**config.mk**
```make
export PLATFORM = sky130hd
export DESIGN_NAME = alu_control_seq
export DESIGN_NICKNAME = d
export VERILOG_FILES = /design/src/rtl/alu_ctrl_pkg.sv /design/src/rtl/alu_funct_decode.sv /design/src/rtl/alu_control_seq.sv
export SDC_FILE = /design/constraint.sdc
export NUM_CORES = 1
export LEC_CHECK = 0
export BUFFER_PORTS_ARGS = -buffer_cell sky130_fd_sc_hd__buf_4
export CAP_MARGIN = 10
export CELL_PAD_IN_SITES_DETAIL_PLACEMENT = 1
export CELL_PAD_IN_SITES_GLOBAL_PLACEMENT = 1
export CORE_AREA = 2 2 46 59
export CTS_CLUSTER_SIZE = 30
export DETAILED_ROUTE_END_ITERATION = 8
export DIE_AREA = 0 0 48 61
export MAX_ROUTING_LAYER = met4
export PLACE_DENSITY = 0.87
export SLEW_MARGIN = 20
export SYNTH_ARGS = -nofsm -noshare
export SYNTH_HDL_FRONTEND = slang
export SYNTH_SLANG_ARGS = --single-unit
```
**constraint.sdc**
```tcl
create_clock -name clk -period 2.4 [get_ports clk]
set_input_delay 0.48 -clock clk [delete_from_list [all_inputs] [get_ports clk]]
set_output_delay 0.48 -clock clk [all_outputs]
set_load 0.1 [all_outputs]
```
**src/rtl/alu_ctrl_pkg.sv**
```systemverilog
// Shared encodings for the ALU control decoder and the multi-cycle MD sequencer.
package alu_ctrl_pkg;

  localparam logic [3:0] ALU_AND = 4'b0000;
  localparam logic [3:0] ALU_OR  = 4'b0001;
  localparam logic [3:0] ALU_ADD = 4'b0010;
  localparam logic [3:0] ALU_SUB = 4'b0110;
  localparam logic [3:0] ALU_SLT = 4'b0111;
  localparam logic [3:0] ALU_NOR = 4'b1100;
  localparam logic [3:0] ALU_XOR = 4'b1101;

  localparam logic [1:0] ALUOP_MEM   = 2'b00;
  localparam logic [1:0] ALUOP_BEQ   = 2'b01;
  localparam logic [1:0] ALUOP_RTYPE = 2'b10;
  localparam logic [1:0] ALUOP_ADDI  = 2'b11;

  localparam logic [5:0] FUNCT_ADD   = 6'b100000;
  localparam logic [5:0] FUNCT_SUB   = 6'b100010;
  localparam logic [5:0] FUNCT_AND   = 6'b100100;
  localparam logic [5:0] FUNCT_OR    = 6'b100101;
  localparam logic [5:0] FUNCT_SLT   = 6'b101010;
  localparam logic [5:0] FUNCT_NOR   = 6'b100111;
  localparam logic [5:0] FUNCT_XOR   = 6'b100110;
  localparam logic [5:0] FUNCT_MULT  = 6'b011000;
  localparam logic [5:0] FUNCT_MULTU = 6'b011001;
  localparam logic [5:0] FUNCT_DIV   = 6'b011010;
  localparam logic [5:0] FUNCT_DIVU  = 6'b011011;

  // MD op is the low two bits of the MD funct.
  localparam logic [1:0] MD_MULT  = 2'b00;
  localparam logic [1:0] MD_MULTU = 2'b01;
  localparam logic [1:0] MD_DIV   = 2'b10;
  localparam logic [1:0] MD_DIVU  = 2'b11;

  typedef enum logic [1:0] {
    IDLE = 2'b00,
    RUN  = 2'b01,
    DONE = 2'b10
  } md_state_e;

endpackage

```
**src/rtl/alu_funct_decode.sv**
```systemverilog
// Combinational alu_op/funct decoder: ALU control code, MD-instruction flag, legality flag.
module alu_funct_decode
  import alu_ctrl_pkg::*;
(
  input  logic [1:0] alu_op_i,
  input  logic [5:0] funct_i,
  output logic [3:0] alu_control_o,
  output logic       is_md_o,
  output logic       is_legal_o
);

  always_comb begin
    // NOTE: every output gets a default before the case so no path can infer a latch.
    alu_control_o = ALU_ADD;
    is_md_o       = 1'b0;
    is_legal_o    = 1'b1;
    case (alu_op_i)
      ALUOP_BEQ: alu_control_o = ALU_SUB;
      ALUOP_RTYPE: begin
        case (funct_i)
          FUNCT_ADD: alu_control_o = ALU_ADD;
          FUNCT_SUB: alu_control_o = ALU_SUB;
          FUNCT_AND: alu_control_o = ALU_AND;
          FUNCT_OR:  alu_control_o = ALU_OR;
          FUNCT_SLT: alu_control_o = ALU_SLT;
          FUNCT_NOR: alu_control_o = ALU_NOR;
          FUNCT_XOR: alu_control_o = ALU_XOR;
          FUNCT_MULT, FUNCT_MULTU, FUNCT_DIV, FUNCT_DIVU: is_md_o = 1'b1;
          default:   is_legal_o = 1'b0;
        endcase
      end
      default: alu_control_o = ALU_ADD;
    endcase
  end

endmodule

```
**src/rtl/alu_control_seq.sv**
```systemverilog
// ALU control decoder plus IDLE/RUN/DONE sequencer for iterative mult/div with pipeline stall.
// Optional registered illegal-funct trap: define ALU_CONTROL_SEQ_ILLEGAL_TRAP_EN.
module alu_control_seq
  import alu_ctrl_pkg::*;
#(
  parameter int unsigned ITER = 32
) (
  input  logic        clk,
  input  logic        reset,
  input  logic        valid,
  input  logic [31:0] instruction,
  input  logic [1:0]  alu_op,
  output logic [3:0]  alu_control,
  output logic [1:0]  md_op,
  output logic        md_start,
  output logic        md_step,
  output logic        md_done,
  output logic        md_busy,
  output logic        stall,
  output logic        illegal_op
);

  localparam int unsigned CNT_W = $clog2(ITER) + 1;
  localparam logic [CNT_W-1:0] CNT_LAST = CNT_W'(ITER - 1);

  logic [5:0]       funct;
  logic             is_md;
  logic             is_legal;
  logic             md_req;
  md_state_e        state_q, state_d;
  logic [CNT_W-1:0] cnt_q, cnt_d;
  logic [1:0]       md_op_q, md_op_d;
  logic [25:0]      unused_instr;

  assign funct        = instruction[5:0];
  assign unused_instr = instruction[31:6];

  alu_funct_decode u_decode (
    .alu_op_i      (alu_op),
    .funct_i       (funct),
    .alu_control_o (alu_control),
    .is_md_o       (is_md),
    .is_legal_o    (is_legal)
  );

  assign md_req = valid && (alu_op == ALUOP_RTYPE) && is_md;

  always_comb begin
    state_d  = state_q;
    cnt_d    = cnt_q;
    md_op_d  = md_op_q;
    md_start = 1'b0;
    md_step  = 1'b0;
    md_done  = 1'b0;
    stall    = 1'b0;
    case (state_q)
      IDLE: begin
        if (md_req) begin
          md_start = 1'b1;
          stall    = 1'b1;
          md_op_d  = funct[1:0];
          cnt_d    = '0;
          state_d  = RUN;
        end
      end
      RUN: begin
        md_step = 1'b1;
        stall   = 1'b1;
        cnt_d   = cnt_q + CNT_W'(1);
        if (cnt_q == CNT_LAST) state_d = DONE;
      end
      // The instruction retires here; it is still presented but must not restart.
      DONE: begin
        md_done = 1'b1;
        state_d = IDLE;
      end
      default: state_d = IDLE;
    endcase
  end

  // NOTE: sequential state uses non-blocking assignments so every register samples pre-edge values.
  always_ff @(posedge clk or posedge reset) begin
    if (reset) begin
      state_q <= IDLE;
      cnt_q   <= '0;
      md_op_q <= MD_MULT;
    end else begin
      state_q <= state_d;
      cnt_q   <= cnt_d;
      md_op_q <= md_op_d;
    end
  end

  assign md_op   = md_op_q;
  assign md_busy = (state_q != IDLE);

`ifdef ALU_CONTROL_SEQ_ILLEGAL_TRAP_EN
  logic illegal_q;

  always_ff @(posedge clk or posedge reset) begin
    if (reset) illegal_q <= 1'b0;
    else       illegal_q <= valid && (alu_op == ALUOP_RTYPE) && !is_legal;
  end

  assign illegal_op = illegal_q;
`else
  logic unused_is_legal;
  assign unused_is_legal = is_legal;
  assign illegal_op      = 1'b0;
`endif

endmodule

```
* Word level (Yosys, flattened, before mapping)
Index checks and enable logic that the tools add are counted.
** Word-level totals
- Register bits after elaboration :: 10
- Word-level logic and storage cells :: 44
- Input port bits :: 37
- Output and inout port bits :: 12
** Operators by class
- Eq/ne operators :: 17
- $add $sub $neg :: 1
- Multiplexer cells :: 14
- Reduce and logical (&&, ||, !) cells :: 9
** Operator list (count)
- $eq A6 B6 Y1 const B :: 6
- $eq A6 B5 Y1 const B :: 5
- $pmux W4 S6 :: 1
- $pmux W6 S2 :: 1
- $pmux W4 S2 :: 1
- $add A6 B1 Y6 const B :: 1
- $mux W1 :: 6
- $mux W6 :: 1
- $reduce_and A2 Y1 :: 3
- $eq A2 B1 Y1 const B :: 2
- $eq A2 B2 Y1 const B :: 2
- $mux W2 :: 2
- $ne A2 B2 Y1 const B :: 2
- $pmux W2 S2 :: 1
- $reduce_bool A2 Y1 :: 2
- $reduce_or A4 Y1 :: 1
- $logic_and A1 B1 Y1 :: 2
- $logic_not A2 Y1 :: 1
- $pmux W1 S2 :: 1

* Longest topological paths before layout
- Depth after elaboration :: 7
- Mapped depth :: 5
- Depth with buffers taken out :: 5

* Modules after synthesis
Synthesis repeated with hierarchy kept, for this count alone.
** Unflattened totals
- Cell total of the unflattened synthesis :: 72
- Area, all modules :: 700.7 um^2
** Modules (own cells, without submodules)
- alu_control_seq :: cells an instance 48, instances 1, area an instance 526.8 um^2
- alu_funct_decode :: cells an instance 24, instances 1, area an instance 173.9 um^2

* Worst setup path before layout
Ideal clock, no wire load.
- Kind :: input to output
- Start point :: in alu_op[0]
- End point :: out alu_control[0]
- Required time :: 1.920 ns
- Arrival time :: 2.902 ns
- Stages on the path :: 4
- Setup slack :: -0.982 ns
- Path buffers :: 0
- Cell sequence :: inv_1 > ha_1 > nand2_1 > nor3_1
** Between the ends
- Longest elaborated chain between the ends :: 2
** Ends and longest elaborated chain
- from (decl) :: line alu_control_seq.sv:12 : input logic [1:0] alu_op,
- $eq A2 B2 Y1 or $eq A2 B1 Y1 (tied branches)
- $pmux W4 S2 (*) :: line alu_funct_decode.sv:17 : case (alu_op_i)
- to (decl) :: line alu_control_seq.sv:13 : output logic [3:0] alu_control,
Every way passes the cells marked *; elsewhere a longest branch is shown, timed or not.

* Worst setup path in the final report
- Start point :: reg state_q[1]
- End point :: out stall
** Between the ends
- Longest elaborated chain between the ends :: 2
** Ends and longest elaborated chain
- from (decl) :: line alu_control_seq.sv:30 : md_state_e state_q, state_d;
- from (signal assigned) :: line alu_control_seq.sv:88 : state_q <= state_d;
- $eq A2 B1 Y1 or $logic_not A2 Y1 (tied branches) :: line alu_control_seq.sv:56 : case (state_q)
- $pmux W1 S2 (*) :: line alu_control_seq.sv:56
- to (decl) :: line alu_control_seq.sv:19 : output logic stall,
Marks and branches as above.

==> run metrics <==
HPWL reported at the end of detailed placement=1296 um; worst setup path end=stall; WL/cell=12.43 um; Data arrival, critical path=1.65 ns; most used flip-flop cell after synthesis=dfrtp_1; Clk Latency, worst-skew pair=0.28 ns; Sum Neg Setup Slack=0 ns; synthesized flop and latch total=10; number of buffers inserted to repair setup after CTS=0; max-cap violations=0; TritonCTS clock tree=built; worst r2r path cells=3; pre-CTS worst setup slack=0.2666 ns; share of final-layout standard cells stronger than drive strength 1=0.3191; clock-pin slew reported for the worst setup and hold paths after clock tree synthesis=0.07 ns; capturing point of the worst reg2reg path=cnt_q[5]; first-pass GRT wire length=2891 um; Achievable Freq=468.7 MHz; drc violations=0; placement row count=20; run status=completed; setup slack of the most critical reg-to-reg path=0.99 ns; Final nets=135; PnR Total Power=0.0005135 W; CP max stage cell=dfrtp_1; antenna violations before repair=0; Placed Instance Area=813.3 um2; Final Slew Violations=0; Setup violations, final=0; detailed-router iteration count before antenna repair=4; final non-filler cell area=849.6 um2; ordered list of cells on the worst path=nor2_1 > nand4b_4 > nand2_1 > buf_4; critical setup path kind=flip-flop to primary output; initial core utilization=0.2595; overall die height=61 um; Clk Tree Root Cell=clkbuf_4; io pins=49; CP endpoint kind=primary output; Comb pwr share=0.308; GR Overflow Total=0; via count=593; Hold Fails Final Rpt=0; combined global-route utilization of all metal layers=0.1495; Lkg Pwr=0.4392 nW; count leader, synth=dfrtp_1; number of DRC violations after detailed-routing iteration 0=9; horizontal die dimension=48 um; number of H-tree branching levels=1; delay of the slowest cell on the worst path=0.39 ns; Clock Skews=0.003724 ns; number of nets with antenna violations after detailed routing=0; pin count of the biggest net entering global routing=12; portion of total power attributed to the clock network=0.309; Syn-to-layout area delta=37.73%; number of buffers on the longest clock path=2; cell area after synthesis=616.8 um2; setup repair after global routing missed its margin=false; floorplan core area=0.002377 mm2; synthesized area per cell=8.688 um2; Area contributors post-synth=dfrtp_1, ha_1, nand2_1; worst hold-check path type=primary input to asynchronous set/reset pin; proportion of synthesized chip area in sequential cells=0.4057; cell internal pwr=0.0003192 W; Switching Power=0.0001943 W; Synth Net Count=111; cts-stage hold buffer count=0; Synth Instances=71; startpoint of the worst-slack reg-to-reg timing path=state_q[1]; Antenna Cells=0; non-filler cells, final=127; vias per cell=4.669; EDFF count, synth=0; dominant cell type by area after synthesis=dfrtp_1; Ys Warns=0; number of global-route vias before repair=657; area share of the largest cell type after synthesis=0.4057; worst-path maximum fanout=9; setup slack of the critical path after layout=0.2666 ns; final-layout fill cell count=294; post-cts gate resize count=0; Post-synth ARST share=1.000; total wirelength of the detailed-routed design=1579 um; shortest clock period the worst path allows after layout=2.133 ns; share of power burned in registers=0.382; GP Congestion=0.7069; post-placement cell count=123; distinct cell type count after synthesis=24; clk sinks=10; required time of the critical path=1.92 ns; Worst VDD drop=0.2457 mV; period utilization=0.8889; number of buffer cells added on primary ports=21; number of buffers added by the clock tree synthesis step=3; fraction of power spent switching nets=0.3783; startpoint of the most critical setup path=state_q[1]; die area=0.002928 mm2; top cell types by occurrence after synthesis=dfrtp_1, nand2_1, inv_1, nor2_1, nand3_1; Setup crit start kind=flip-flop; Pwr per Cell Area=604.4 mW/mm2
## stage by stage
stage	hold slack, ns	util
floorplan	0.3202	-
global placement	0.4520	0.3421
detailed placement	0.4816	0.3421
CTS	0.1957	0.3574
global route	0.2101	0.3574
finish	0.1831	0.3574
## state kept, by name, summed over array words and instances, names as in the netlist
register,flops
md_op,2
cnt_q,6
state_q,2
## layer usage
layer	track usage	wire length (um)	vias to the layer above
li1	-	-	287
met1	0.1468	600	283
met2	0.2590	876	19
met3	0.02679	63	4
met4	0.09266	38	0
met5	-	0	-
## cell usage in the layout (no fill, tap or decap), types with 2 or more instances in the layout
cell / n
nor2b_1: 2
nand3_1: 5
a31oi_1: 3
inv_1: 7
buf_4: 21
dfrtp_1: 10
nand2b_1: 4
clkbuf_4: 3
nor3_1: 2
ha_1: 3
nor2_1: 5
o21ai_0: 4
nor2_2: 2
nand2_1: 9
a21oi_1: 2
## power groups by stage
stage	Combinational (W)	Clock, W	Sequential (W)
3_3_place_gp	0.000153	0	0.000198
3_5_place_dp	0.000159	0	0.000200
5_1_grt	0.000169	0.000174	0.000199
6_report	0.000158	0.000159	0.000196
4_1_cts	0.000160	0.000160	0.000196
2_1_floorplan	0.000109	0	0.000207
## area by class of cell
cell class                 count  area [um2]  area share
sequential                    10       250.2      0.2946
clock buffer                   4       36.28     0.04271
timing repair buffer          21       157.7      0.1856
inverter                       7       26.28     0.03093
multi-input combinational     52       337.8      0.3976
tap                           33       41.29     0.04860
## critical path: cells and delay by family (launching register included)
family / cells / cell delay (ns)
buffers and inverters: 1 / 0.32
and+or+nand+nor: 3 / 0.67
DFF: 1 / 0.39
## how the worst min path moves through the flow
stage,startpoint,endpoint
2_1_floorplan,reset,cnt_q[0]
3_3_place_gp,cnt_q[5],cnt_q[5]
3_5_place_dp,cnt_q[5],cnt_q[5]
4_1_cts,reset,md_op[0]
5_1_grt,reset,cnt_q[5]
6_report,reset,state_q[0]
## logic make-up (layout without fill, tap and decap cells)
family | Yosys count | in the layout | share of synthesized area
simple gates | 32 | 32 | 0.2779
compound gates | 14 | 14 | 0.1481
flops | 10 | 10 | 0.4057
buf+inv | 9 | 32 | 0.06288
fa+ha+maj | 3 | 3 | 0.06086
other cells | 1 | 1 | 0.006079
xor+xnor | 1 | 1 | 0.01420
mux | 1 | 1 | 0.02433
Note: power is estimated with default switching activity, not from simulation.
